## src/rtl/shift_sequencer.sv

```systemverilog
// -----------------------------------------------------------------------------
// shift_sequencer
//
// Multi-cycle shift/rotate controller. It accepts one operation per
// start_valid/start_ready handshake and applies the shift in chunks of at most
// STEP bit positions per clock. It then holds the result under a
// result_valid/result_ready handshake until the consumer takes it.
//
// The first chunk is applied on the accept edge. A shift of N bits therefore
// presents result_valid max(1, ceil(N/STEP)) cycles after the accept.
//
// Ports
//   clock         in   rising-edge clock
//   clear         in   synchronous active-low reset
//   start_valid   in   request present
//   start_ready   out  request can be accepted (IDLE only)
//   op            in   000 shr, 001 shra, 010 shl, 011 ror, 100 rol, others invalid
//   data_in       in   operand
//   shift_amount  in   shift distance, 0..WIDTH-1
//   abort         in   cancel an operation that is still shifting
//   result        out  shifted value, meaningful while result_valid
//   result_valid  out  result available (HOLD)
//   result_ready  in   consumer takes the result
//   busy          out  SHIFT or HOLD
//   err           out  invalid op, qualified by result_valid
// -----------------------------------------------------------------------------
module shift_sequencer #(
  parameter int WIDTH   = 32,
  parameter int SHAMT_W = 5,
  parameter int STEP    = 4
) (
  input  logic               clock,
  input  logic               clear,
  input  logic               start_valid,
  output logic               start_ready,
  input  logic [2:0]         op,
  input  logic [WIDTH-1:0]   data_in,
  input  logic [SHAMT_W-1:0] shift_amount,
  input  logic               abort,
  output logic [WIDTH-1:0]   result,
  output logic               result_valid,
  input  logic               result_ready,
  output logic               busy,
  output logic               err
);

  localparam logic [2:0] OP_SHR  = 3'd0;
  localparam logic [2:0] OP_SHRA = 3'd1;
  localparam logic [2:0] OP_SHL  = 3'd2;
  localparam logic [2:0] OP_ROR  = 3'd3;
  localparam logic [2:0] OP_ROL  = 3'd4;

  localparam logic [SHAMT_W-1:0] STEP_K = SHAMT_W'(STEP);

  typedef enum logic [1:0] {
    S_IDLE  = 2'd0,
    S_SHIFT = 2'd1,
    S_HOLD  = 2'd2
  } state_t;

  state_t               r_state;
  logic [2:0]           r_op;
  logic [WIDTH-1:0]     r_work;
  logic [SHAMT_W-1:0]   r_remain;
  logic                 r_start_ready;
  logic                 r_result_valid;
  logic                 r_busy;
  logic                 r_err;

  // Bits shifted this clock: min(STEP, remaining).
  function automatic logic [SHAMT_W-1:0] chunk_len(input logic [SHAMT_W-1:0] f_rem);
    return (f_rem > STEP_K) ? STEP_K : f_rem;
  endfunction

  // One bounded shift of f_k positions. For shra the working register keeps
  // the operand's original sign bit in its MSB, so an arithmetic shift of the
  // partial result keeps filling with that sign on every chunk.
  function automatic logic [WIDTH-1:0] shift_chunk(
    input logic [2:0]         f_op,
    input logic [WIDTH-1:0]   f_val,
    input logic [SHAMT_W-1:0] f_k
  );
    logic [2*WIDTH-1:0]      dbl;
    logic [2*WIDTH-1:0]      tmp;
    logic signed [WIDTH-1:0] sval;
    dbl  = {f_val, f_val};
    tmp  = '0;
    sval = $signed(f_val);
    case (f_op)
      OP_SHR:  return f_val >> f_k;
      OP_SHRA: return $unsigned(sval >>> f_k);
      OP_SHL:  return f_val << f_k;
      OP_ROR: begin
        tmp = dbl >> f_k;
        return tmp[WIDTH-1:0];
      end
      OP_ROL: begin
        tmp = dbl << f_k;
        return tmp[2*WIDTH-1:WIDTH];
      end
      default: return f_val;
    endcase
  endfunction

  logic                 w_op_invalid;
  logic [SHAMT_W-1:0]   w_k_in;
  logic [WIDTH-1:0]     w_work_in;
  logic [SHAMT_W-1:0]   w_rem_in;
  logic [SHAMT_W-1:0]   w_k_step;
  logic [WIDTH-1:0]     w_work_step;
  logic [SHAMT_W-1:0]   w_rem_step;

  // First chunk, applied on the accept edge.
  assign w_op_invalid = (op > OP_ROL);
  assign w_k_in       = chunk_len(shift_amount);
  assign w_work_in    = shift_chunk(op, data_in, w_k_in);
  assign w_rem_in     = shift_amount - w_k_in;

  // Subsequent chunks while in SHIFT.
  assign w_k_step     = chunk_len(r_remain);
  assign w_work_step  = shift_chunk(r_op, r_work, w_k_step);
  assign w_rem_step   = r_remain - w_k_step;

  always_ff @(posedge clock) begin
    if (!clear) begin
      r_state        <= S_IDLE;
      r_op           <= OP_SHR;
      r_work         <= '0;
      r_remain       <= '0;
      r_start_ready  <= 1'b1;
      r_result_valid <= 1'b0;
      r_busy         <= 1'b0;
      r_err          <= 1'b0;
    end else begin
      case (r_state)
        S_IDLE: begin
          if (start_valid) begin
            r_op          <= op;
            r_start_ready <= 1'b0;
            r_busy        <= 1'b1;
            if (w_op_invalid || (shift_amount == '0)) begin
              // Invalid op or zero shift: pass the operand straight to HOLD.
              r_work         <= data_in;
              r_remain       <= '0;
              r_err          <= w_op_invalid;
              r_result_valid <= 1'b1;
              r_state        <= S_HOLD;
            end else begin
              r_work   <= w_work_in;
              r_remain <= w_rem_in;
              r_err    <= 1'b0;
              if (w_rem_in == '0) begin
                r_result_valid <= 1'b1;
                r_state        <= S_HOLD;
              end else begin
                r_state <= S_SHIFT;
              end
            end
          end
        end

        S_SHIFT: begin
          if (abort) begin
            // Abort beats a simultaneous final step: no result is produced.
            r_state        <= S_IDLE;
            r_remain       <= '0;
            r_start_ready  <= 1'b1;
            r_busy         <= 1'b0;
            r_err          <= 1'b0;
            r_result_valid <= 1'b0;
          end else begin
            r_work   <= w_work_step;
            r_remain <= w_rem_step;
            if (w_rem_step == '0) begin
              r_result_valid <= 1'b1;
              r_state        <= S_HOLD;
            end
          end
        end

        S_HOLD: begin
          // result keeps its value after exit; only the qualifiers drop.
          if (result_ready) begin
            r_state        <= S_IDLE;
            r_result_valid <= 1'b0;
            r_err          <= 1'b0;
            r_start_ready  <= 1'b1;
            r_busy         <= 1'b0;
          end
        end

        default: begin
          r_state        <= S_IDLE;
          r_remain       <= '0;
          r_start_ready  <= 1'b1;
          r_result_valid <= 1'b0;
          r_busy         <= 1'b0;
          r_err          <= 1'b0;
        end
      endcase
    end
  end

  assign start_ready  = r_start_ready;
  assign result       = r_work;
  assign result_valid = r_result_valid;
  assign busy         = r_busy;
  assign err          = r_err;

endmodule

```

## config.mk

```make
export PLATFORM = sky130hd
export DESIGN_NAME = shift_sequencer
export DESIGN_NICKNAME = d
export VERILOG_FILES = /design/src/rtl/shift_sequencer.sv
export SDC_FILE = /design/constraint.sdc
export NUM_CORES = 1
export LEC_CHECK = 0
export ABC_AREA = 1
export BUFFER_PORTS_ARGS = -buffer_cell sky130_fd_sc_hd__buf_2
export CORE_UTILIZATION = 60
export CTS_BUF_LIST = sky130_fd_sc_hd__clkbuf_8
export CTS_CLUSTER_SIZE = 14
export DETAILED_ROUTE_END_ITERATION = 10
export PLACE_DENSITY = 0.81
export SETUP_SLACK_MARGIN = 0.1
export SLEW_MARGIN = 10
export SYNTH_ARGS = -nofsm -noshare
export SYNTH_HDL_FRONTEND = slang
export SYNTH_SLANG_ARGS = --single-unit
```

## constraint.sdc

```tcl
create_clock -name clock -period 4.2 [get_ports clock]
set_input_delay 0.84 -clock clock [delete_from_list [all_inputs] [get_ports clock]]
set_output_delay 0.84 -clock clock [all_outputs]
set_load 0.02 [all_outputs]
```

# After elaboration in Yosys (flattened, before gate mapping)
# Index checks and enable logic that the tools add are counted.
[totals]
regBits = 46
input_bits = 45
word_cells = 91
[op_classes]
add_sub_neg = 2
magnitude_cmp = 3
n_eq_ne = 17
shift = 10
mux = 36
bitwise_logic = 1
n_reduce_logical = 14
[ops]
columns = ["cell", "n"]
rows = [
  ["case mux 32 bit (5 select lines)", 2],
  ["<< shifter 64 x 5 -> 64 bit", 2],
  [">> shifter 64 x 5 -> 32 bit", 2],
  ["2-to-1 mux 32 bit", 3],
  ["case mux 32 bit (2 select lines)", 1],
  ["<< shifter 32 x 5 -> 32 bit", 2],
  [">> shifter 32 x 5 -> 32 bit", 2],
  [">>> shifter 32 x 5 -> 32 bit", 2],
  ["2-to-1 mux 5 bit", 5],
  ["zero test 5 bit", 3],
  ["case mux 5 bit (3 select lines)", 1],
  ["2-to-1 mux 1 bit", 13],
  ["== test 3 x 2 -> 1 bit (second input constant)", 4],
  ["2-to-1 mux 2 bit", 6],
  ["case mux 1 bit (3 select lines)", 4],
  ["greater-than comparator 5 x 3 -> 1 bit (second input constant)", 2],
  ["subtractor 5 bit", 2],
  ["inequality test 2 bit (second input constant)", 4],
  ["AND reduction 4 bit", 2],
  ["== test 3 x 1 -> 1 bit (second input constant)", 2],
  ["== test 3 bit (second input constant)", 2],
  ["zero test 3 bit", 2],
  ["inequality test 3 bit (second input constant)", 2],
  ["inequality test 6 x 1 -> 1 bit (second input constant)", 1],
  ["10 further kinds", 12],
]

# Logic depth before layout (Yosys ltp)
# Gate-level depths: netlist of run 1.
[depth]
ltp_word = 8
ltp_mapped = 15
mapped_depth_nobuf = 14

# Worst setup path after synthesis of run 1
# OpenSTA, ideal clock, no wires.
[synth_path]
kind = "input port to flip-flop"
startpoint = "input port shift_amount[4]"
endpoint = "register r_state[0]"
setup_ns = 0.115
t_arrival_ns = 2.125
slack_ns = 1.960
cell_stages = 10
path_buffers = 1
path_cell_list = "nor2_4 nand2_2 clkbuf_1 nand2_1 ha_1 a21oi_1 nand4_1 nand2_1 nand2_1 and3_1"
[synth_via]
elab_chain_len = 8
[synth_rtl]
columns = ["item", "line_no", "text"]
rows = [
  ["start: declaration", "38", "input logic [SHAMT_W-1:0] shift_amount,"],
  ["greater-than comparator 5 x 3 -> 1 bit", "72", "return (f_rem > STEP_K) ? STEP_K : f_rem;"],
  ["2-to-1 mux 5 bit", "72", ""],
  ["subtractor 5 bit", "117", "assign w_rem_in = shift_amount - w_k_in;"],
  ["zero test 5 bit", "152", "if (w_rem_in == '0) begin"],
  ["2-to-1 mux 2 bit", "152", ""],
  ["2-to-1 mux 2 bit *", "141", "if (w_op_invalid || (shift_amount == '0)) begin"],
  ["2-to-1 mux 2 bit *", "137", "if (start_valid) begin"],
  ["case mux 2 bit (3 select lines) *", "135", "case (r_state)"],
  ["end signal: assignment", "147", "r_state <= S_HOLD;"],
  ["end signal: assignment", "154", "r_state <= S_HOLD;"],
  ["end signal: assignment", "156", "r_state <= S_SHIFT;"],
  ["end: declaration", "61", "state_t r_state;"],
]
# Every way passes the cells marked *; elsewhere a longest branch is shown, timed or not. The select of a mux whose other input is x is not followed.
# A chain may end at the register's enable or synchronous reset.

# Worst setup path in the final report of run 1
[layout_path]
startpoint = "input port shift_amount[4]"
endpoint = "register r_work[4], in the netlist result[4]"
[layout_via]
elab_chain_len = 7
[layout_rtl]
columns = ["item", "line_no", "text"]
rows = [
  ["greater-than comparator 5 x 3 -> 1 bit", "72", ""],
  ["2-to-1 mux 5 bit", "72", ""],
  ["<< shifter 64 x 5 -> 64 bit, or another cell as far along", "98", "tmp = dbl << f_k;"],
  ["case mux 32 bit (5 select lines)", "89", "case (f_op)"],
  ["2-to-1 mux 32 bit *", "141", ""],
  ["2-to-1 mux 32 bit *", "137", ""],
  ["case mux 32 bit (2 select lines) *", "135", ""],
  ["end signal: assignment", "143", "r_work <= data_in;"],
  ["end signal: assignment", "149", "r_work <= w_work_in;"],
  ["end signal: assignment", "172", "r_work <= w_work_step;"],
  ["end: declaration", "63", "logic [WIDTH-1:0] r_work;"],
]
# Marks and branches as above.

==> metrics.md, run 1 <==
| Metric | Value |
|---|---|
| Overall Global Routing Usage | 0.446 |
| CTS tree | done |
| VDD IR max | 169 µV |
| Mux contribution to synthesized area | 0 |
| Minimum clock period | 2880 ps |
| Post-synth top area cell | nand3_1 |
| Io pins | 81 |
| DR vias | 10900 |
| Worst-path clk slew | 100 ps |
| Slew margin rel. | 0.337 |
| Root Buffer | clkbuf_8 |
| Placed Instances | 1653 |
| Max-slew violations | 0 |
| Finished Layout Cells | 1661 |
| Yosys reg bits | 46 |
| Adder-Cell Fraction of Synth Area | 0.00663 |
| Setup CP Type | in2reg |
| Layout Nets | 1541 |
| Clock latency on the worst-skew pair | 320 ps |
| Slew @ Worst Pin | 993 ps |
| Initial Util | 0.623 |
| Die width | 114 µm |
| Share of flip-flops with an asynchronous set or reset | 0 |
| Synth area leaders | nand3_1 26%, nand2_1 23%, dfxtp_1 12%, a21oi_1 7.8%, inv_1 5.7% |
| Synth Instances | 1477 |
| Synthesized area per cell | 5.11 µm² |
| Initial DRC count | 1713 |
| Main synth FF type | dfxtp_1 |
| ANT nets after route | 0 |
| Synth cell count leaders | 467 x nand2_1, 389 x nand3_1, 117 x a21oi_1 |
| Compound-gate portion of the synthesized area | 0.156 |
| Post-synth EDFFs | 0 |
| TNS Setup | 0 ps |
| Largest family of logic cells by synthesized area | simple AND/OR/NAND/NOR gates |
| Hold Violations, Final | 0 |
| Peak Freq | 347 MHz |
| Vias in the first global route | 9314 |
| Drc violations | 0 |
| Max cap viols | 0 |
| Clk_skew | 5.28 ps |
| Synth Area in XOR/XNOR | 0.00464 |
| Maximum number of pins on one net before global-route repair | 63 |
| Chip height | 114 µm |
| H-tree depth | 2 |
| Outcome | complete, no violations |
| RSZ-0062 raised after global routing | false |
| CTS buffer count | 5 |
| # fillers | 1345 |
| RD Place Congestion | 1.07 |
| Yosys warnings | 0 |
| Most common cell in the synthesized netlist | nand2_1 |
| Sequential cell area fraction in the yosys report | 0.122 |
| Initial antenna violation count | 0 |
| Vias per cell | 6.53 |
| Synth cell types | 37 |
| Worst Path Max Fanout | 25 |
| Synth Area in Simple Gates | 0.585 |
| Number of core rows | 40 |
| Port bufs | 80 |
| Tot Pwr | 3440 µW |
| PD cells | 431 mW/mm² |
| Leakage | 0.00409 µW |
| CP startpoint kind | primary input |
| Area of the die | 0.0130 mm² |
| Core footprint | 0.0121 mm² |
| DP HPWL | 21000 µm |
| Post-CTS Setup Bufs | 0 |
| Area grow syn2layout | 5.79% |
| # setup viols final | 0 |
| Global-route wire length before repair | 46500 µm |
| HP Class | reg2reg |
| Clock tree buffer depth | 2 |
| Mapped Area | 0.00754 mm² |
| Worst Path Required | 4460 ps |
| Gr ovfl total | 0 |
| Crit. End Element | register |
| Final period utilization | 0.687 |
| Hold buffers post-CTS | 0 |
| Routed wire length | 29400 µm |
| Avg WL per Cell | 17.7 µm |
| Share of the synthesized area in the top cell type | 0.258 |
| Gates resized, CTS repair | 0 |
| Fraction of layout cells with a size suffix above 1 | 0.0965 |
| WP data arrival | 3140 ps |
| CTS sink cnt | 46 |
| TritonRoute pass-1 iters | 6 |
| N_diodes | 0 |
[power by group]
group	internal, µW	switching (µW)	leakage, µW	total [µW]
clock network	179	180	0.0000585	359
logic	708	1710	0.00365	2420
registers	545	120	0.000380	664
total	1430	2010	0.00409	3440
[critical path: stages]
cell and delay, ps:
buf_2 120, nor2_4 380, nand3_2 370, buf_4 360
nand2_1 130, nand2_1 80, o21ai_1 200, nand2_1 140
nand3_1 110, nand3_1 70, nand2_1 90, nand2_1 80
a21oi_1 140
[final timing paths]
| check | from | end | slack [ps] | depth (start not counted) |
|---|---|---|---|---|
| min reg2reg | result_valid | result_valid | 470 | 2 |
| max reg2reg | r_remain[3] | result[30] | 1470 | 10 |
| min | result_valid | result_valid | 470 | 2 |
| max | shift_amount[4] | result[4] | 1320 | 13 |
[flip-flops by register name (all words and copies together) (netlist names)]
name / count
busy: 1
r_state: 2
result_valid: 1
r_op: 3
r_remain: 5
result: 32
err: 1
start_ready: 1
[through the flow]
stage | hold WS (ps) | area (µm²) | util | setup slack [ps]
after floorplan | 470 | 7550 | - | 1960
after global placement | 450 | 7870 | 0.650 | 1070
after detailed placement | 455 | 7870 | 0.650 | 1090
after CTS | 471 | 7980 | 0.659 | 1420
after global routing | 490 | 7980 | 0.659 | 1140
final | 469 | 7980 | 0.659 | 1320
[routing by layer]
metal | track usage | part of all wire | vias to the layer above
met2 | 0.709 | 0.44 | 940
met1 | 0.596 | 0.38 | 4764
met3 | 0.0746 | 0.14 | 132
met5 | 0 | 0 | -
met4 | 0.188 | 0.040 | 0
li1 | - | - | 5014
[placed cells by master, fill, tap and decap left out, types with 2 or more instances in the layout]
cell type / instances
a21oi_1: 116
a31oi_1: 4
buf_2: 80
buf_4: 19
clkbuf_8: 5
conb_1: 4
dfxtp_1: 46
ha_1: 4
inv_1: 114
inv_2: 14
nand2_1: 467
nand2_2: 5
nand3_1: 389
nand3_2: 3
nand3b_1: 2
nand4_1: 42
nor2_1: 54
nor2_2: 5
nor2_4: 3
nor3_1: 5
nor3_2: 2
nor3_4: 2
o211ai_1: 28
o21ai_0: 53
o21ai_1: 11
xor2_1: 3
[kinds of logic (layout without fill, tap and decap cells)]
logic type      Yosys count  count (layout)
simple gates            982             982
buf+inv                 222             236
flops                    46              46
fa+ha+maj                 4               4
xor+xnor                  4               4
compound gates          217             217
other cells               2               4
[layout make-up]
type / count / area (µm²) / area share
Tap cell: 168 / 210 / 0.0263
Multi-Input combinational cell: 1211 / 5690 / 0.713
Sequential cell: 46 / 921 / 0.115
Clock inverter: 3 / 43.8 / 0.00549
Inverter: 128 / 480 / 0.0602
Timing Repair Buffer: 100 / 563 / 0.0706
Clock buffer: 5 / 68.8 / 0.00862
(Power assumes the default switching activity.)
==> inputs of run 2 (changes only) <==
Settings changed: ABC_AREA 1 to 0.
Clock period 4.2 ns to 2.7 ns, I/O delays scaled along.
==> run 2 against run 1 <==
Compared with the run above: largest power group unchanged; routed wire length grew 20%; critical endpoint is now result[9]; register-to-register slack lost 1300 ps; hold slack improved by 14 ps; highest routed layer is now met5; first-iteration DRC count rose by 28%; worst setup slack got worse by 1100 ps; clock skew up 2.5 ps; die area is 4.4% higher; critical path depth down 6; synthesized cell count fell by 22%.
==> metrics.md, run 2 <==
| Metric | Value |
|---|---|
| Fraction of layout cells with a size suffix above 1 | 0.237 (was 0.0965) |
| RSZ-0062 raised after global routing | false (unchanged) |
| Sequential cell area fraction in the yosys report | 0.117 (was 0.122) |
| Share of the synthesized area in the top cell type | 0.117 (was 0.258) |
| RD Place Congestion | 1.06 (was 1.07) |
| CP startpoint kind | register (was primary input) |
| Most frequent cells in the layout | 209 x nand2_1, 113 x buf_4, 82 x a21oi_1, 80 x buf_2, 62 x nor2_1 (was 467 x nand2_1, 389 x nand3_1, 116 x a21oi_1, 114 x inv_1, 80 x buf_2) |
| Slew @ Worst Pin | 709 ps (was 993 ps) |
| Clk_skew | 7.81 ps (was 5.28 ps) |
| Clock tree buffer depth | 2 (unchanged) |
| Routed wire length | 35200 µm (was 29400 µm) |
| # setup viols final | 0 (unchanged) |
| Max reg flops | 32 (unchanged) |
| Post-CTS Setup Bufs | 0 (unchanged) |
| Maximum number of pins on one net before global-route repair | 50 (was 63) |
| Register share of total power | 0.259 (was 0.193) |
| Synth cell count leaders | 209 x nand2_1, 89 x clkbuf_1, 82 x a21oi_1 (was 467 x nand2_1, 389 x nand3_1, 117 x a21oi_1) |
| Net load switching power | 2240 µW (was 2010 µW) |
| Max cap viols | 0 (unchanged) |
| Worst Hold Slack | 483 ps (was 469 ps) |
| HP Class | in2reg (was reg2reg) |
| Worst Path Max Fanout | 17 (was 25) |
| Worst-path clk slew | 100 ps (about the same) |
| Gr ovfl total | 0 (unchanged) |
| Internal power | 2090 µW (was 1430 µW) |
| PD cells | 475 mW/mm² (was 431 mW/mm²) |
| Mux contribution to synthesized area | 0.167 (was 0) |
| CTS sink cnt | 46 (unchanged) |
| Pre-CTS WS | -124 ps (was 1090 ps) |
| Leakage | 0.00350 µW (was 0.00409 µW) |
| Port bufs | 80 (unchanged) |
| Overall Global Routing Usage | 0.523 (was 0.446) |
| Drc violations | 0 (unchanged) |
| CTS buffer count | 5 (unchanged) |
| Combinational share of power | 0.616 (was 0.703) |
| Hold Violations, Final | 0 (unchanged) |
| Share of flip-flops with an asynchronous set or reset | 0 (unchanged) |
| Worst setup margin | 202 ps (was 1320 ps) |
| ANT nets after route | 0 (unchanged) |
| Setup CP Type | reg2reg (was in2reg) |
| Peak Freq | 400 MHz |
| Synthesized area per cell | 6.88 µm² (was 5.11 µm²) |
| Avg WL per Cell | 25.4 µm (was 17.7 µm) |
| Crit. End Element | register (unchanged) |
| Post-synth top area cell | dfxtp_1 (was nand3_1) |
| Final period utilization | 0.925 |
| Synth Instances | 1145 (was 1477) |
| H-tree depth | 2 (unchanged) |
| Clock group share of total power | 0.124 (was 0.104) |
| Die width | 117 µm (was 114 µm) |
| Vias in the first global route | 9634 (was 9314) |
| Post-synth EDFFs | 0 (unchanged) |
| TritonRoute pass-1 iters | 7 (was 6) |
| Slew margin rel. | 0.524 (was 0.337) |
| Initial antenna violation count | 2 (was 0) |
| VDD IR max | 437 µV (was 169 µV) |
| DP HPWL | 25100 µm (was 21000 µm) |
| Yosys reg bits | 46 (unchanged) |
| Placed cell area | 0.00895 mm² (was 0.00787 mm²) |
| CTS tree | done (unchanged) |
| Compound-gate portion of the synthesized area | 0.349 (was 0.156) |
| Io pins | 81 (unchanged) |
| Synth Area in XOR/XNOR | 0.00556 (was 0.00464) |
| Max-slew violations | 0 (unchanged) |
| Initial DRC count | 2195 (was 1713) |
| DR vias | 10700 (was 10900) |
| Core footprint | 0.0127 mm² (was 0.0121 mm²) |
| Largest family of logic cells by synthesized area | compound AO/OA/AOI/OAI gates (was simple AND/OR/NAND/NOR gates) |
| Finished Cell Area | 0.00909 mm² (was 0.00798 mm²) |
| Chip height | 117 µm (was 114 µm) |
| Layout Nets | 1261 (was 1541) |
| Worst Path Required | 2920 ps (was 4460 ps) |
| Main synth FF type | dfxtp_1 (unchanged) |
| Synth area leaders | dfxtp_1 12%, mux4_2 10%, nand2_1 10%, a21oi_1 5.2%, mux2i_1 5.1% (was nand3_1 26%, nand2_1 23%, dfxtp_1 12%, a21oi_1 7.8%, inv_1 5.7%) |
| Number of core rows | 41 (was 40) |
| Synth cell types | 84 (was 37) |
| Vias per cell | 7.69 (was 6.53) |
| Most common cell in the synthesized netlist | nand2_1 (unchanged) |
| Area of the die | 0.0136 mm² (was 0.0130 mm²) |
| Global-route wire length before repair | 54000 µm (was 46500 µm) |
| Root Buffer | clkbuf_8 (unchanged) |
| Minimum clock period | 2500 ps |
| Outcome | complete, no violations (unchanged) |
| WP data arrival | 2720 ps (was 3140 ps) |
| Synth Area in Simple Gates | 0.268 (was 0.585) |
| Initial Util | 0.619 (was 0.623) |
| Most common cell after layout, fill and taps aside | nand2_1 (unchanged) |
| Clock latency on the worst-skew pair | 310 ps (was 320 ps) |
| Adder-Cell Fraction of Synth Area | 0.00635 (was 0.00663) |
| Sw Ratio | 0.517 (was 0.584) |
| Yosys warnings | 0 (unchanged) |
| Mapped Area | 0.00788 mm² (was 0.00754 mm²) |
| Area grow syn2layout | 15.4% (was 5.79%) |
[run 2: changes by cell type after synthesis, moves of 14 or more]
cell and change:
a211oi_1 +30, a21oi_1 -35, a221oi_1 +24, a31oi_1 +32, clkbuf_1 +58, inv_1 -103
inv_2 -14, mux2i_1 +40, mux4_2 +36, nand2_1 -258, nand3_1 -328, nand4_1 -29
nor3_1 +20
[run 2: logic make-up (layout without fill, tap and decap cells)]
logic type	after synthesis	after routing
AOI/OAI and AO/OA	396	396
buffers and inverters	158	224
and+or+nand+nor	449	449
adders and majority gates	4	4
other	2	5
xor gates and xnor gates	5	5
muxes	85	85
DFF	46	46
[run 2: layout make-up]
| type | count | area (µm²) |
|---|---|---|
| Fill cell | 1113 | 3630 |
| Antenna cell | 1 | 2.50 |
| Clock buffer | 5 | 68.8 |
| Timing Repair Buffer | 202 | 1430 |
| Clock inverter | 3 | 45.0 |
| Tap cell | 172 | 215 |
| Inverter | 14 | 52.6 |
| Sequential cell | 46 | 921 |
| Multi-Input combinational cell | 943 | 6360 |
[run 2: worst max-delay path, cell delays in order (launching register included)]
cell      delay, ps
dfxtp_1         320
buf_4           180
nor4b_4         660
buf_4           340
nand2_1         130
a311oi_1        400
nor4_1          140
nor4_1          230
[run 2: repair_timing]
item,4_1_cts,5_1_grt
hold endpoints to repair,0,0
hold buffers,0,0
resized for setup,0,8
setup endpoints to repair,0,4
[run 2: metrics by stage]
stage	power, µW	setup TNS (ps)	utilization	instances
after floorplan	2670	0	-	1147
after global placement	3600	-55.2	0.704	1377
after detailed placement	3630	-192	0.704	1377
after CTS	4160	0	0.713	1385
after global routing	4500	0	0.715	1385
final	4320	0	0.715	1386
[run 2: final timing paths]
path	startpoint	end	slack, ps	cells past startpoint
setup reg to reg	r_remain[2]	result[9]	200	7
setup / recovery	r_remain[2]	result[9]	200	7
hold reg to reg	err	err	500	2
hold / removal	clear	start_ready	480	2
[run 2: power groups by stage]
| stage | Sequential, µW | Combinational [µW] | Clock [µW] |
|---|---|---|---|
| after floorplan | 1000 | 1660 | 0 |
| after global placement | 1100 | 2510 | 0 |
| after detailed placement | 1100 | 2530 | 0 |
| after CTS | 1080 | 2540 | 528 |
| after global routing | 1110 | 2820 | 558 |
| final | 1120 | 2660 | 538 |
[run 2: layer usage]
metal | up-vias | wire length [µm] | global-route usage
li1 | 4521 | - | -
met1 | 4833 | 12600 | 0.671
met2 | 1059 | 14800 | 0.776
met3 | 245 | 5460 | 0.179
met4 | 2 | 2300 | 0.271
met5 | - | 14 | 0
